==> src/rtl/reaction_timer_n.sv <==
// N-player reaction-timer core: LFSR arming delay, GO lamp, BCD elapsed time, foul/timeout.
// Define REACTION_BEST_TIME_EN to build the best-time register; otherwise best_bcd_o is all-9s.
module reaction_timer_n #(
  parameter int unsigned CLK_HZ     = 50000000,
  parameter int unsigned TICK_HZ    = 1000,
  parameter int unsigned N_PLAYERS  = 2,
  parameter int unsigned N_DIGITS   = 4,
  parameter int unsigned MIN_DELAY  = 1000,
  parameter int unsigned DELAY_BITS = 11,
  localparam int unsigned WIDX      = (N_PLAYERS > 1) ? $clog2(N_PLAYERS) : 1
) (
  input  logic                  CLK_50MHZ,
  input  logic                  RESET,
  input  logic                  start_i,
  input  logic [N_PLAYERS-1:0]  btn_i,
  output logic [4*N_DIGITS-1:0] time_bcd_o,
  output logic [4*N_DIGITS-1:0] best_bcd_o,
  output logic [WIDX-1:0]       winner_o,
  output logic                  go_o,
  output logic                  armed_o,
  output logic                  done_o,
  output logic                  foul_o,
  output logic                  timeout_o
);

  localparam int unsigned DIV     = CLK_HZ / TICK_HZ;
  localparam int unsigned DIV_W   = (DIV > 1) ? $clog2(DIV) : 1;
  localparam int unsigned DLY_MAX = MIN_DELAY + (1 << DELAY_BITS) - 1;
  localparam int unsigned DLY_W   = $clog2(DLY_MAX + 1);
  localparam int unsigned TW      = 4 * N_DIGITS;
  localparam logic [TW-1:0] ALL9  = {N_DIGITS{4'h9}};

  typedef enum logic [2:0] {
    StIdle,
    StArmed,
    StGo,
    StDone,
    StFoul,
    StTimeout
  } state_e;

  state_e                state_q, state_d;
  logic                  start_s_q, start_p_q;
  logic [N_PLAYERS-1:0]  btn_s_q, btn_p_q;
  logic [15:0]           lfsr_q, lfsr_d;
  logic [DIV_W-1:0]      div_q, div_d;
  logic [DLY_W-1:0]      delay_q, delay_d;
  logic [TW-1:0]         time_q, time_d, time_inc;
  logic [WIDX-1:0]       winner_q, winner_d, lowest;
  logic                  go_q, armed_q, done_q, foul_q, timeout_q;
  logic                  go_d, armed_d, done_d, foul_d, timeout_d;
  logic                  start_rise, tick, enter_timed, carry;
  logic [N_PLAYERS-1:0]  btn_rise;

  assign start_rise = start_s_q & ~start_p_q;
  assign btn_rise   = btn_s_q & ~btn_p_q;
  assign tick       = (div_q == DIV_W'(DIV - 1));
  assign lfsr_d     = {lfsr_q[14:0], lfsr_q[15] ^ lfsr_q[13] ^ lfsr_q[12] ^ lfsr_q[10]};

  always_comb begin
    lowest = '0;
    for (int i = int'(N_PLAYERS) - 1; i >= 0; i--) begin
      if (btn_rise[i]) lowest = WIDX'(i);
    end
  end

  // Ripple BCD increment, digit 0 first.
  always_comb begin
    time_inc = time_q;
    carry    = 1'b1;
    for (int i = 0; i < int'(N_DIGITS); i++) begin
      if (carry) begin
        if (time_q[4*i +: 4] == 4'd9) begin
          time_inc[4*i +: 4] = 4'd0;
        end else begin
          time_inc[4*i +: 4] = time_q[4*i +: 4] + 4'd1;
          carry              = 1'b0;
        end
      end
    end
  end

  always_comb begin
    state_d  = state_q;
    time_d   = time_q;
    winner_d = winner_q;
    delay_d  = delay_q;
    case (state_q)
      StIdle, StDone, StFoul, StTimeout: begin
        if (start_rise) begin
          state_d  = StArmed;
          delay_d  = DLY_W'(MIN_DELAY) + DLY_W'(lfsr_q[DELAY_BITS-1:0]);
          time_d   = '0;
          winner_d = '0;
        end
      end
      StArmed: begin
        // A press on the expiry edge still counts as a false start.
        if (|btn_rise) begin
          state_d  = StFoul;
          winner_d = lowest;
        end else if (tick) begin
          if (delay_q <= DLY_W'(1)) begin
            state_d = StGo;
            delay_d = '0;
          end else begin
            delay_d = delay_q - DLY_W'(1);
          end
        end
      end
      StGo: begin
        if (|btn_rise) begin
          state_d  = StDone;
          winner_d = lowest;
        end else if (tick) begin
          time_d = time_inc;
          if (time_inc == ALL9) state_d = StTimeout;
        end
      end
      default: state_d = StIdle;
    endcase
  end

  assign enter_timed = (state_d != state_q) && ((state_d == StArmed) || (state_d == StGo));
  assign div_d       = (enter_timed || tick) ? '0 : div_q + DIV_W'(1);

  assign go_d      = (state_d == StGo);
  assign armed_d   = (state_d == StArmed);
  assign done_d    = (state_d == StDone);
  assign foul_d    = (state_d == StFoul);
  assign timeout_d = (state_d == StTimeout);

  always_ff @(posedge CLK_50MHZ) begin
    if (RESET) begin
      state_q   <= StIdle;
      start_s_q <= 1'b0;
      start_p_q <= 1'b0;
      btn_s_q   <= '0;
      btn_p_q   <= '0;
      lfsr_q    <= 16'hACE1;
      div_q     <= '0;
      delay_q   <= '0;
      time_q    <= '0;
      winner_q  <= '0;
      go_q      <= 1'b0;
      armed_q   <= 1'b0;
      done_q    <= 1'b0;
      foul_q    <= 1'b0;
      timeout_q <= 1'b0;
    end else begin
      state_q   <= state_d;
      start_s_q <= start_i;
      start_p_q <= start_s_q;
      btn_s_q   <= btn_i;
      btn_p_q   <= btn_s_q;
      lfsr_q    <= lfsr_d;
      div_q     <= div_d;
      delay_q   <= delay_d;
      time_q    <= time_d;
      winner_q  <= winner_d;
      go_q      <= go_d;
      armed_q   <= armed_d;
      done_q    <= done_d;
      foul_q    <= foul_d;
      timeout_q <= timeout_d;
    end
  end

`ifdef REACTION_BEST_TIME_EN
  logic          done_entry_q, done_entry_d;
  logic [TW-1:0] best_q, best_d;

  assign done_entry_d = (state_d == StDone) && (state_q != StDone);

  // Packed BCD orders the same as its decimal value, so a plain compare works.
  always_comb begin
    best_d = best_q;
    if (done_entry_q && (time_q < best_q)) best_d = time_q;
  end

  always_ff @(posedge CLK_50MHZ) begin
    if (RESET) begin
      done_entry_q <= 1'b0;
      best_q       <= ALL9;
    end else begin
      done_entry_q <= done_entry_d;
      best_q       <= best_d;
    end
  end

  assign best_bcd_o = best_q;
`else
  assign best_bcd_o = ALL9;
`endif

  assign time_bcd_o = time_q;
  assign winner_o   = winner_q;
  assign go_o       = go_q;
  assign armed_o    = armed_q;
  assign done_o     = done_q;
  assign foul_o     = foul_q;
  assign timeout_o  = timeout_q;

endmodule

==> config.mk <==
export PLATFORM = sky130hd
export DESIGN_NAME = reaction_timer_n
export DESIGN_NICKNAME = d
export VERILOG_FILES = /design/src/rtl/reaction_timer_n.sv
export SDC_FILE = /design/constraint.sdc
export NUM_CORES = 1
export LEC_CHECK = 0
export ABC_AREA = 1
export BUFFER_PORTS_ARGS = -buffer_cell sky130_fd_sc_hd__clkbuf_2
export CAP_MARGIN = 20
export CORE_MARGIN = 2
export CORE_UTILIZATION = 30
export CTS_BUF_LIST = sky130_fd_sc_hd__clkbuf_8
export CTS_CLUSTER_DIAMETER = 150
export DETAILED_ROUTE_END_ITERATION = 8
export GPL_TIMING_DRIVEN = 1
export SLEW_MARGIN = 25
export SYNTH_ARGS = -nofsm -noshare
export SYNTH_HDL_FRONTEND = slang
export SYNTH_SLANG_ARGS = --single-unit
==> constraint.sdc <==
create_clock -name CLK_50MHZ -period 6.1 [get_ports CLK_50MHZ]
set_input_delay 0.305 -clock CLK_50MHZ [delete_from_list [all_inputs] [get_ports CLK_50MHZ]]
set_output_delay 0.305 -clock CLK_50MHZ [all_outputs]
set_load 0.01 [all_outputs]
==> summary.txt, run 1 <==
Status
  – Status: complete, no violations

Synth
  – Synthesis Warnings: 0
  – Post-synthesis register bit count: 75
  – Synth top area share: 36.7%
  – Most frequent cells after synthesis: nand2_1, nor2_1, dfxtp_1, inv_1, nand3_1
  – Post-synth ARST share: 0%
  – Synth area leaders: dfxtp_1, nand2_1, nor2_1
  – Sequential area share after synthesis: 36.7%
  – EDFF count, synth: 0
  – Distinct cells, synth: 39
  – Syn Inst Count: 581
  – Post-synth top area cell: dfxtp_1
  – Primary FF master, synth: dfxtp_1
  – Syn avg cell area: 7.04 sq um
  – Most numerous cell in the Yosys netlist: nand2_1
  – Mapped Area: between 0.004 and 0.005 sq mm

CTS
  – Num CTS Buffers: 9
  – Clk sinks: 75
  – CTS Root Cell: clkbuf_8
  – H-tree depth: 3
  – Worst skew pair latency: 0.36 ns
  – TritonCTS clock tree: built
  – Hold buffer count at CTS: 0
  – Setup Fix Bufs, Post-CTS: 0
  – # resized after CTS: 0
  – Longest Clk Path Bufs: 2
  – CTS clock-pin slew for the worst setup and hold paths: 0.07 ns

Min path
  – Min-Delay Endpoint: btn_s_q[1]
  – Hold Path Stages: 3
  – Hold WC Path Type: in -> reg
  – Hold Crit Start: btn_i[1]

Layout
  – Post-layout nets: 613
  – Area grow syn2layout: 10.6%
  – Final std cells w/o fill: ~800
  – Share of cells above drive strength 1: 15.8%
  – # diodes: 0

Setup path
  – Type of origin of the critical path: flop
  – Reg2reg end: time_bcd_o[11]
  – Worst path required time: 6.31 ns
  – Reg2reg start: state_q[1]
  – Worst setup EP type: flop
  – Max FO, Critical Path: 17
  – Crit path arrival time: 3.19 ns
  – CP Class: reg -> reg
  – Reg2reg setup slack: ~3.1 ns
  – Length in cells of the worst reg-to-reg path: 9

Timing
  – Finish-stage setup viols: 0
  – Slew @ Worst Pin: 0.878 ns
  – RSZ-0062 raised after global routing: no
  – Maximum clock rate: ~330 MHz
  – Final min period: 2.99 ns
  – Fin crit share: 49.0%
  – Clock skew: 0.00574 ns
  – Max-slew violation count: 0
  – Final hold violation count: 0
  – Slew headroom: 41.2%
  – Setup TNS Final: 0 ns

Drt
  – Via count: between 3000 and 4000
  – Iteration count of the initial detailed-routing pass: 5
  – Drt drc: 0
  – Post-route ant nets: 0
  – DRT iter0 DRCs: 202
  – Vias/cell: roughly 4.5
  – DR WL/cell: 10.7 um
  – Routed WL: 8.44 mm

Floorplan
  – Die footprint: between 0.01 and 0.015 sq mm
  – Initial Util: 30.7%
  – Core area: 0.0133 sq mm
  – Die height: ~120 um
  – # IOs: 43
  – Horiz. Die Dim: 121 um
  – Rows: 42

GRT
  – Vias in the first global route: approximately 3200
  – First-pass GRT wire length: between 10 and 15 mm
  – Largest net degree at the start of global routing: 40
  – Overflow after GRT: 0
  – GRT Util Overall: around an eighth
  – Initial antenna violation count: 0

Power and ir drop
  – Worst vdd ir: 0.000143 V
  – Leakage power: 1.94 nW
  – PD cells: between 200 and 300 mW/mm^2

Placed design
  – Dpl cells: 769
  – GP Congestion: 0.861
  – I/O Buffers: 26
  – Detail Placement HPWL: 6.28 mm

Run
  – Max_cap viols: 0
critical path: stages (launching register included):
cell and delay, ns:
dfxtp_1 0.47, inv_1 0.08, nor3_2 0.67, inv_2 0.20, nor2_1 0.22, nand2_1 0.08
nand2_1 0.25, clkinv_1 0.47, a41oi_1 0.32, a211oi_1 0.06
cell families (layout without fill, tap and decap cells):
family,Yosys count,count (layout),synth area share (%)
flip-flops,75,75,36.7
adder cells (fa/ha/maj),4,4,1.22
XOR/XNOR,25,25,5.36
AND/OR/NAND/NOR,280,280,32.7
other,2,16,0.184
buffers and inverters,119,133,12.8
AO/OA/AOI/OAI,76,76,11.1
layer usage:
| layer | wire length, um | up-vias | GRT usage, % |
|---|---|---|---|
| li1 | - | 1856 | - |
| met2 | 3660 | 58 | 19.0 |
| met3 | 396 | 13 | 2.92 |
| met4 | 128 | 0 | 4.58 |
| met1 | 4260 | 1574 | 16.8 |
| met5 | 0 | - | 0 |
worst max-delay path by stage:
stage / to / cells after the start / from / slack (ns)
final: time_bcd_o[11] / 9 / state_q[1] / 3.11
after floorplan: div_q[15] / 17 / div_q[0] / 3.99
after detailed placement: time_bcd_o[11] / 9 / state_q[1] / 3.15
after global routing: time_bcd_o[11] / 9 / state_q[1] / 2.78
after CTS: time_bcd_o[11] / 9 / state_q[1] / 3.14
after global placement: time_bcd_o[11] / 9 / state_q[1] / 3.26
sequential cells by signal (all words and copies together), names as in the netlist, 2 cells and up:
signal	cells
state_q	3
delay_q	12
btn_p_q	2
btn_s_q	2
div_q	16
lfsr_q	16
time_bcd_o	16
cells in the final DEF, fill, tap and decap left out, types with 2 or more instances in the layout:
master	count
nand2_2	11
dfxtp_1	75
inv_2	14
nand2_4	3
nand3_1	35
a221oi_1	2
inv_1	75
ha_1	4
o31ai_1	4
nor3_1	9
o21ai_1	2
o21ai_0	27
clkinv_2	2
clkbuf_8	12
clkinv_1	2
a31oi_1	2
conb_1	16
nand4_1	11
nand2_1	96
clkbuf_2	26
nor2_1	89
o22ai_1	4
a211oi_1	10
a21oi_1	20
nor2_4	13
nor2_2	3
or2_2	5
xor2_1	16
nand3_2	2
xnor2_1	9
area by class of cell:
class	count	area, sq um
Multi-Input combinational cell	401	2120
Clock inverter	4	47.5
Timing Repair Buffer	26	130
Inverter	91	342
Clock buffer	12	165
Fill cell	1434	8770
Tap cell	176	220
Sequential cell	75	1500
power breakdown:
part           internal (mW)  switching, mW
registers              0.521         0.0270
logic                 0.0762          0.145
clock network          0.221          0.181
total                  0.818          0.353
metrics by stage:
| stage | setup slack (ns) | hold WS, ns | area, sq um | util [%] | total power [mW] |
|---|---|---|---|---|---|
| 4_1_cts | 3.14 | 0.119 | 4520 | 34.0 | 1.19 |
| 3_3_place_gp | 3.26 | 0.393 | 4310 | 32.4 | 0.782 |
| 6_report | 3.11 | 0.129 | 4520 | 34.0 | 1.17 |
| 3_5_place_dp | 3.15 | 0.400 | 4310 | 32.4 | 0.782 |
| 5_1_grt | 2.78 | 0.139 | 4520 | 34.0 | 1.25 |
| 2_1_floorplan | 3.99 | 0.388 | 4140 | - | 0.748 |
Note: power is estimated with default switching activity, not from simulation.
==> run 2: changes to the inputs <==
- ABC_AREA: 1 -> 0
- clock period: 6.1 -> 3 ns (I/O delays scaled with it)
==> summary.txt, run 2 <==
Setup path
  – Cell family with most CP delay: simple AND/OR/NAND/NOR gates
  – Crit path to: foul_o
  – Crit path arrival time: 2.70 ns
  – Worst setup startpoint: div_q[11]
  – Worst path required time: roughly 3.3 ns
  – Worst setup EP type: flop
  – Critical-path cell list: or4_4 -> nor4_4 -> nand3_1 -> a22o_1 -> or2_4 -> nor4_2
  – Crit-path slowest cell: or4_4
  – Reg2reg end: foul_o
  – Buffers and inverters on the worst path: 0
  – Type of origin of the critical path: flop
  – Reg2reg setup slack: between 0.5 and 0.6 ns
  – Max FO, Critical Path: 9
  – Slowest stage delay, CP: 0.56 ns
  – Length in cells of the worst reg-to-reg path: 6
  – Reg2reg start: div_q[11]
  – Stages on worst setup path: 6
  – CP Class: reg -> reg

Synth
  – Synth top area share: around 39%
  – Post-synth ARST share: 0%
  – Distinct cells, synth: 62
  – Most numerous cell in the Yosys netlist: dfxtp_1
  – Syn avg cell area: between 8 and 9 sq um
  – Primary FF master, synth: dfxtp_1
  – Post-synth top area cell: dfxtp_1
  – Mapped Area: 0.00380 sq mm
  – Sequential area share after synthesis: 39.5%
  – Synthesis Warnings: 0
  – Synth area leaders: dfxtp_1, nor2_1, a21oi_1
  – Syn Inst Count: 466
  – EDFF count, synth: 0
  – Most frequent cells after synthesis: dfxtp_1, nor2_1, a21oi_1, o21ai_0, nand2_1
  – Post-synthesis register bit count: 75

Timing
  – Final Worst Setup Slack: 0.545 ns
  – Fin crit share: around 80%
  – Clock skew: around 0.0044 ns
  – Final hold violation count: 0
  – Max-slew violation count: 0
  – Slew @ Worst Pin: 0.642 ns
  – Finish-stage setup viols: 0
  – Setup TNS Final: 0 ns
  – Worst hold slack: 0.0263 ns
  – Maximum clock rate: 407 MHz
  – RSZ-0062 raised after global routing: no
  – Final min period: 2.45 ns
  – Slew headroom: 56.8%

GRT
  – First-pass GRT wire length: 14.4 mm
  – Initial antenna violation count: 0
  – GRT Util Overall: between 10% and 20%
  – Vias in the first global route: 2977
  – Largest net degree at the start of global routing: ~60
  – Overflow after GRT: 0

Drt
  – Vias/cell: 5.00
  – DRT iter0 DRCs: around 200
  – Drt drc: 0
  – Iteration count of the initial detailed-routing pass: 4
  – DR WL/cell: 13.1 um
  – Routed WL: just under 9 mm
  – Post-route ant nets: 0
  – Via count: 3314

Layout
  – Leading cell type in the layout, fill and taps excluded: dfxtp_1
  – # diodes: 0
  – Post-Route Utilization: 34.5%
  – Area grow syn2layout: 13.5%
  – Fillers: approximately 1300
  – Post-layout nets: between 400 and 500
  – Share of cells above drive strength 1: approximately 14%
  – Most frequent cells in the layout: dfxtp_1, nor2_1, a21oi_1, o21ai_0

CTS
  – Num CTS Buffers: 9
  – CTS clock-pin slew for the worst setup and hold paths: 0.07 ns
  – H-tree depth: 3
  – CTS Root Cell: clkbuf_8
  – Worst skew pair latency: 0.36 ns
  – Clk sinks: 75
  – TritonCTS clock tree: built
  – Longest Clk Path Bufs: 2

Power and ir drop
  – Sequential Power Share: 43.0%
  – Power Internal: 1.88 mW
  – Leakage power: 1.62 nW
  – Worst vdd ir: roughly 0.00037 V
  – Power share of the clock group: approximately 40%
  – Gate power share: about 16%
  – NetSw: approximately 0.67 mW
  – PD cells: 589 mW/mm^2
  – Sw Share: 26.3%

Floorplan
  – Core area: 0.0125 sq mm
  – Horiz. Die Dim: 117 um
  – Initial Util: between 30% and 40%
  – Rows: 41
  – # IOs: 43
  – Die footprint: 0.0136 sq mm
  – Die height: 117 um

Placed design
  – Pre-CTS setup slack: 0.535 ns
  – GP Congestion: 0.847
  – I/O Buffers: 26
  – Detail Placement HPWL: around 6 mm

Status
  – Status: complete, no violations

Run
  – Max_cap viols: 0

Min path
  – Hold WC Path Type: in -> reg
-- run 2: cell count changes after synthesis, sizes merged, moves of 9 or more --
cell	change
a21oi	+21
nor2	-47
inv	-79
nor4	+9
nand2	-84
nor2b	+23
nand3	-24
-- run 2: through the flow --
step,std cells,instance area [sq um],total power [mW]
after floorplan,480,3860,1.44
after global placement,646,4040,1.51
after detailed placement,646,4040,1.52
after CTS,663,4320,2.57
after global routing,663,4320,2.67
final,663,4320,2.54
-- run 2: worst reg2reg max path, delay by kind of cell, from the launching register on --
family | cells | cell delay [ns]
compound gates | 1 | 0.27
flops | 1 | 0.34
simple gates | 5 | 1.74
-- run 2: layout make-up --
type,count,area (sq um),area share (%)
Sequential cell,75,1500,34.8
Inverter,10,37.5,0.869
Tap cell,172,215,4.98
Clock inverter,5,124,2.87
Clock buffer,11,151,3.50
Timing Repair Buffer,32,178,4.11
Multi-Input combinational cell,358,2110,48.9
-- run 2: power groups by stage --
| stage | Sequential (mW) | Clock [mW] | Combinational, mW |
|---|---|---|---|
| floorplan | 1.11 | 0 | 0.336 |
| global placement | 1.11 | 0 | 0.396 |
| detailed placement | 1.12 | 0 | 0.401 |
| CTS | 1.09 | 1.08 | 0.405 |
| global route | 1.10 | 1.11 | 0.462 |
| finish | 1.09 | 1.04 | 0.406 |
-- run 2: worst min path at each step --
stage              from    endpoint  slack (ns)  depth (start not counted)
2_1_floorplan  btn_i[0]  btn_s_q[0]        0.28                          1
3_3_place_gp   btn_i[0]  btn_s_q[0]        0.39                          2
3_5_place_dp   btn_i[1]  btn_s_q[1]        0.37                          2
4_1_cts         start_i   start_s_q       0.007                          2
5_1_grt         start_i   start_s_q        0.01                          2
6_report        start_i   start_s_q        0.03                          2
-- run 2: kinds of logic after synthesis --
| group | share of synthesized area (%) |
|---|---|
| flip-flops | 39.5 |
| other | 0.197 |
| XOR/XNOR | 4.83 |
| AND/OR/NAND/NOR | 29.5 |
| adder cells (fa/ha/maj) | 1.32 |
| buffers and inverters | 6.38 |
| AO/OA/AOI/OAI | 18.3 |
-- run 2: repair_timing --
action	in CTS	in global routing
hold endpoints to repair	1	0
setup endpoints to repair	0	0
buffers inserted	0	0
gates resized for setup	0	0
hold buffers	1	0
-- run 2: metal layers --
metal  GRT usage, %  vias to the layer above  routed length [um]
li1               -                     1663                   -
met1           17.8                     1534                4130
met2           20.9                      103                3860
met3           3.89                       14                 558
met4           5.33                        0                 165
met5              0                        -                   0
==> run 3: changes to the inputs <==
- clock period: 3 -> 2.5 ns (I/O delays scaled with it)
==> summary.txt, run 3 (synthesized netlist as in run 2, its figures left out) <==
Timing
  – Slew @ Worst Pin: 0.619 ns
  – Fin crit share: between 90% and 100%
  – Final min period: approximately 2.4 ns
  – Slew headroom: 58.7%
  – Final hold violation count: 0
  – Maximum clock rate: 415 MHz
  – Clock skew: 0.0133 ns
  – Worst hold slack: 0.275 ns
  – Finish-stage setup viols: 0
  – Max-slew violation count: 0

Drt
  – Drt drc: 0
  – Post-route ant nets: 0
  – Via count: 3391
  – DRT iter0 DRCs: ~160
  – Iteration count of the initial detailed-routing pass: 4
  – Routed WL: between 8 and 9 mm
  – Vias/cell: 5.00
  – DR WL/cell: 13.2 um

Placed design
  – Detail Placement HPWL: 6.14 mm
  – GP Congestion: 0.812
  – Post-DP Area: roughly 0.004 sq mm
  – I/O Buffers: 26

Layout
  – Share of cells above drive strength 1: 16.4%
  – Area grow syn2layout: 15.0%
  – Design area: between 0.004 and 0.005 sq mm
  – Leading cell type in the layout, fill and taps excluded: dfxtp_1
  – Footprint of the multi-input gates: 0.00211 sq mm
  – Post-layout nets: slightly above 500
  – Register area: roughly 0.0015 sq mm
  – Fillers: 1335
  – # diodes: 0
  – Most frequent cells in the layout: dfxtp_1, nor2_1, a21oi_1, o21ai_0

Power and ir drop
  – Worst vdd ir: about 0.0004 V
  – Sequential Power Share: a little under half
  – PD cells: 641 mW/mm^2
  – Power Internal: ~1.9 mW
  – Leakage power: 1.66 nW
  – Overall power: 2.80 mW
  – Sw Share: between 30% and 40%
  – Power share of the clock group: 34.0%
  – Gate power share: 19.2%
  – NetSw: around 0.87 mW

CTS
  – # resized after CTS: 0
  – Worst skew pair latency: 0.37 ns
  – H-tree depth: 3
  – Clk sinks: 75
  – CTS Root Cell: clkbuf_8
  – Num CTS Buffers: 9
  – CTS clock-pin slew for the worst setup and hold paths: 0.09 ns
  – TritonCTS clock tree: built
  – Longest Clk Path Bufs: 2

GRT
  – GRT met2 Usage: between 20% and 30%
  – First-pass GRT wire length: 15.0 mm
  – Largest net degree at the start of global routing: just under 60
  – GRT Util Overall: between 10% and 20%
  – Initial antenna violation count: 0
  – Most Used Layer, Global Route: met2
  – GR Layer Usage met3: around 4.5%
  – Overflow after GRT: 0
  – Vias in the first global route: 3043
  – Met1 Use GR: 19.2%

Setup path
  – Reg2reg start: div_q[6]
  – Buffers and inverters on the worst path: 1
  – Reg2reg end: armed_o
  – Type of origin of the critical path: flop
  – Max FO, Critical Path: 4
  – Worst setup EP type: flop
  – Critical-path cell list: or4bb_1 -> nor4_4 -> buf_4 -> nand3_1 -> a22o_1 -> or2_4 -> and4b_1
  – Slowest stage delay, CP: 0.57 ns
  – Length in cells of the worst reg-to-reg path: 7
  – Reg2reg setup slack: 0.09 ns
  – Crit path arrival time: 2.67 ns
  – Worst path required time: between 2 and 3 ns
  – Crit-path slowest cell: or4bb_1
  – Cell family with most CP delay: simple AND/OR/NAND/NOR gates
  – CP Class: reg -> reg

Run
  – Max_cap viols: 0

Floorplan
  – Horiz. Die Dim: between 100 and 150 um
  – Rows: 41
  – Die height: between 100 and 150 um
  – Initial Util: 30.4%
  – Core area: around 0.013 sq mm
  – Die footprint: about 0.014 sq mm
  – # IOs: 43

Min path
  – Hold WC Path Type: in -> reg
  – Min-Delay Endpoint: div_q[0]
  – Hold Path Stages: 3
  – Hold Crit Start: RESET

Status
  – Status: complete, no violations
==> run 3: cell count changes in the layout (fill, tap and decap cells not counted) <==
cell	delta
clkinv_4	+2
buf_12	+1
clkbuf_8	-2
dlygate4sd3_1	+2
bufinv_16	-3
buf_4	+12
inv_6	+2
clkinvlp_4	+1
==> run 3: how the worst max path moves through the flow <==
stage	endpoint	from	slack, ns	cells past startpoint
finish	armed_o	div_q[6]	0.09	7
global route	armed_o	div_q[6]	-0.02	7
CTS	time_bcd_o[7]	div_q[6]	0.14	6
detailed placement	time_bcd_o[7]	div_q[11]	0.17	6
global placement	armed_o	div_q[11]	0.21	6
floorplan	armed_o	div_q[11]	0.30	6
==> run 3: repair_timing <==
action,CTS,global route
hold endpoints to repair,3,0
hold buffers,3,0
setup endpoints to repair,0,2
buffers inserted,0,3
==> run 3: layer usage <==
layer  part of all wire, %  vias to the layer above
met2                    44                      105
li1                      -                     1687
met1                    48                     1584
met3                   6.4                       15
met4                   1.8                        0
met5                     0                        -
==> run 3: worst min-delay path: cells and delay by family <==
kind / cells / cell delay [ns]
and+or+nand+nor: 2 / 0.35
buffers and inverters: 1 / 0.12
==> run 3: metrics by stage <==
step                util (%)  setup WS [ns]  setup TNS (ns)  std cells
global route            35.0        -0.0213         -0.0213        678
CTS                     34.8          0.142               0        675
finish                  35.0         0.0921               0        678
detailed placement      32.9          0.166               0        656
global placement        32.9          0.209               0        656
floorplan                  -          0.304               0        480
==> run 3: cell type report <==
cell class,count,area share [%]
Sequential cell,75,34.3
Inverter,10,0.858
Clock buffer,9,2.83
Multi-Input combinational cell,358,48.3
Timing Repair Buffer,47,7.03
Tap cell,172,4.92
Clock inverter,7,1.74
==> run 3: power by group through the flow <==
stage | Sequential [mW] | Clock, mW | Combinational (mW)
final | 1.31 | 0.955 | 0.539
after global routing | 1.32 | 1.04 | 0.603
after CTS | 1.31 | 0.977 | 0.537
after detailed placement | 1.34 | 0 | 0.530
after global placement | 1.34 | 0 | 0.520
after floorplan | 1.33 | 0 | 0.403
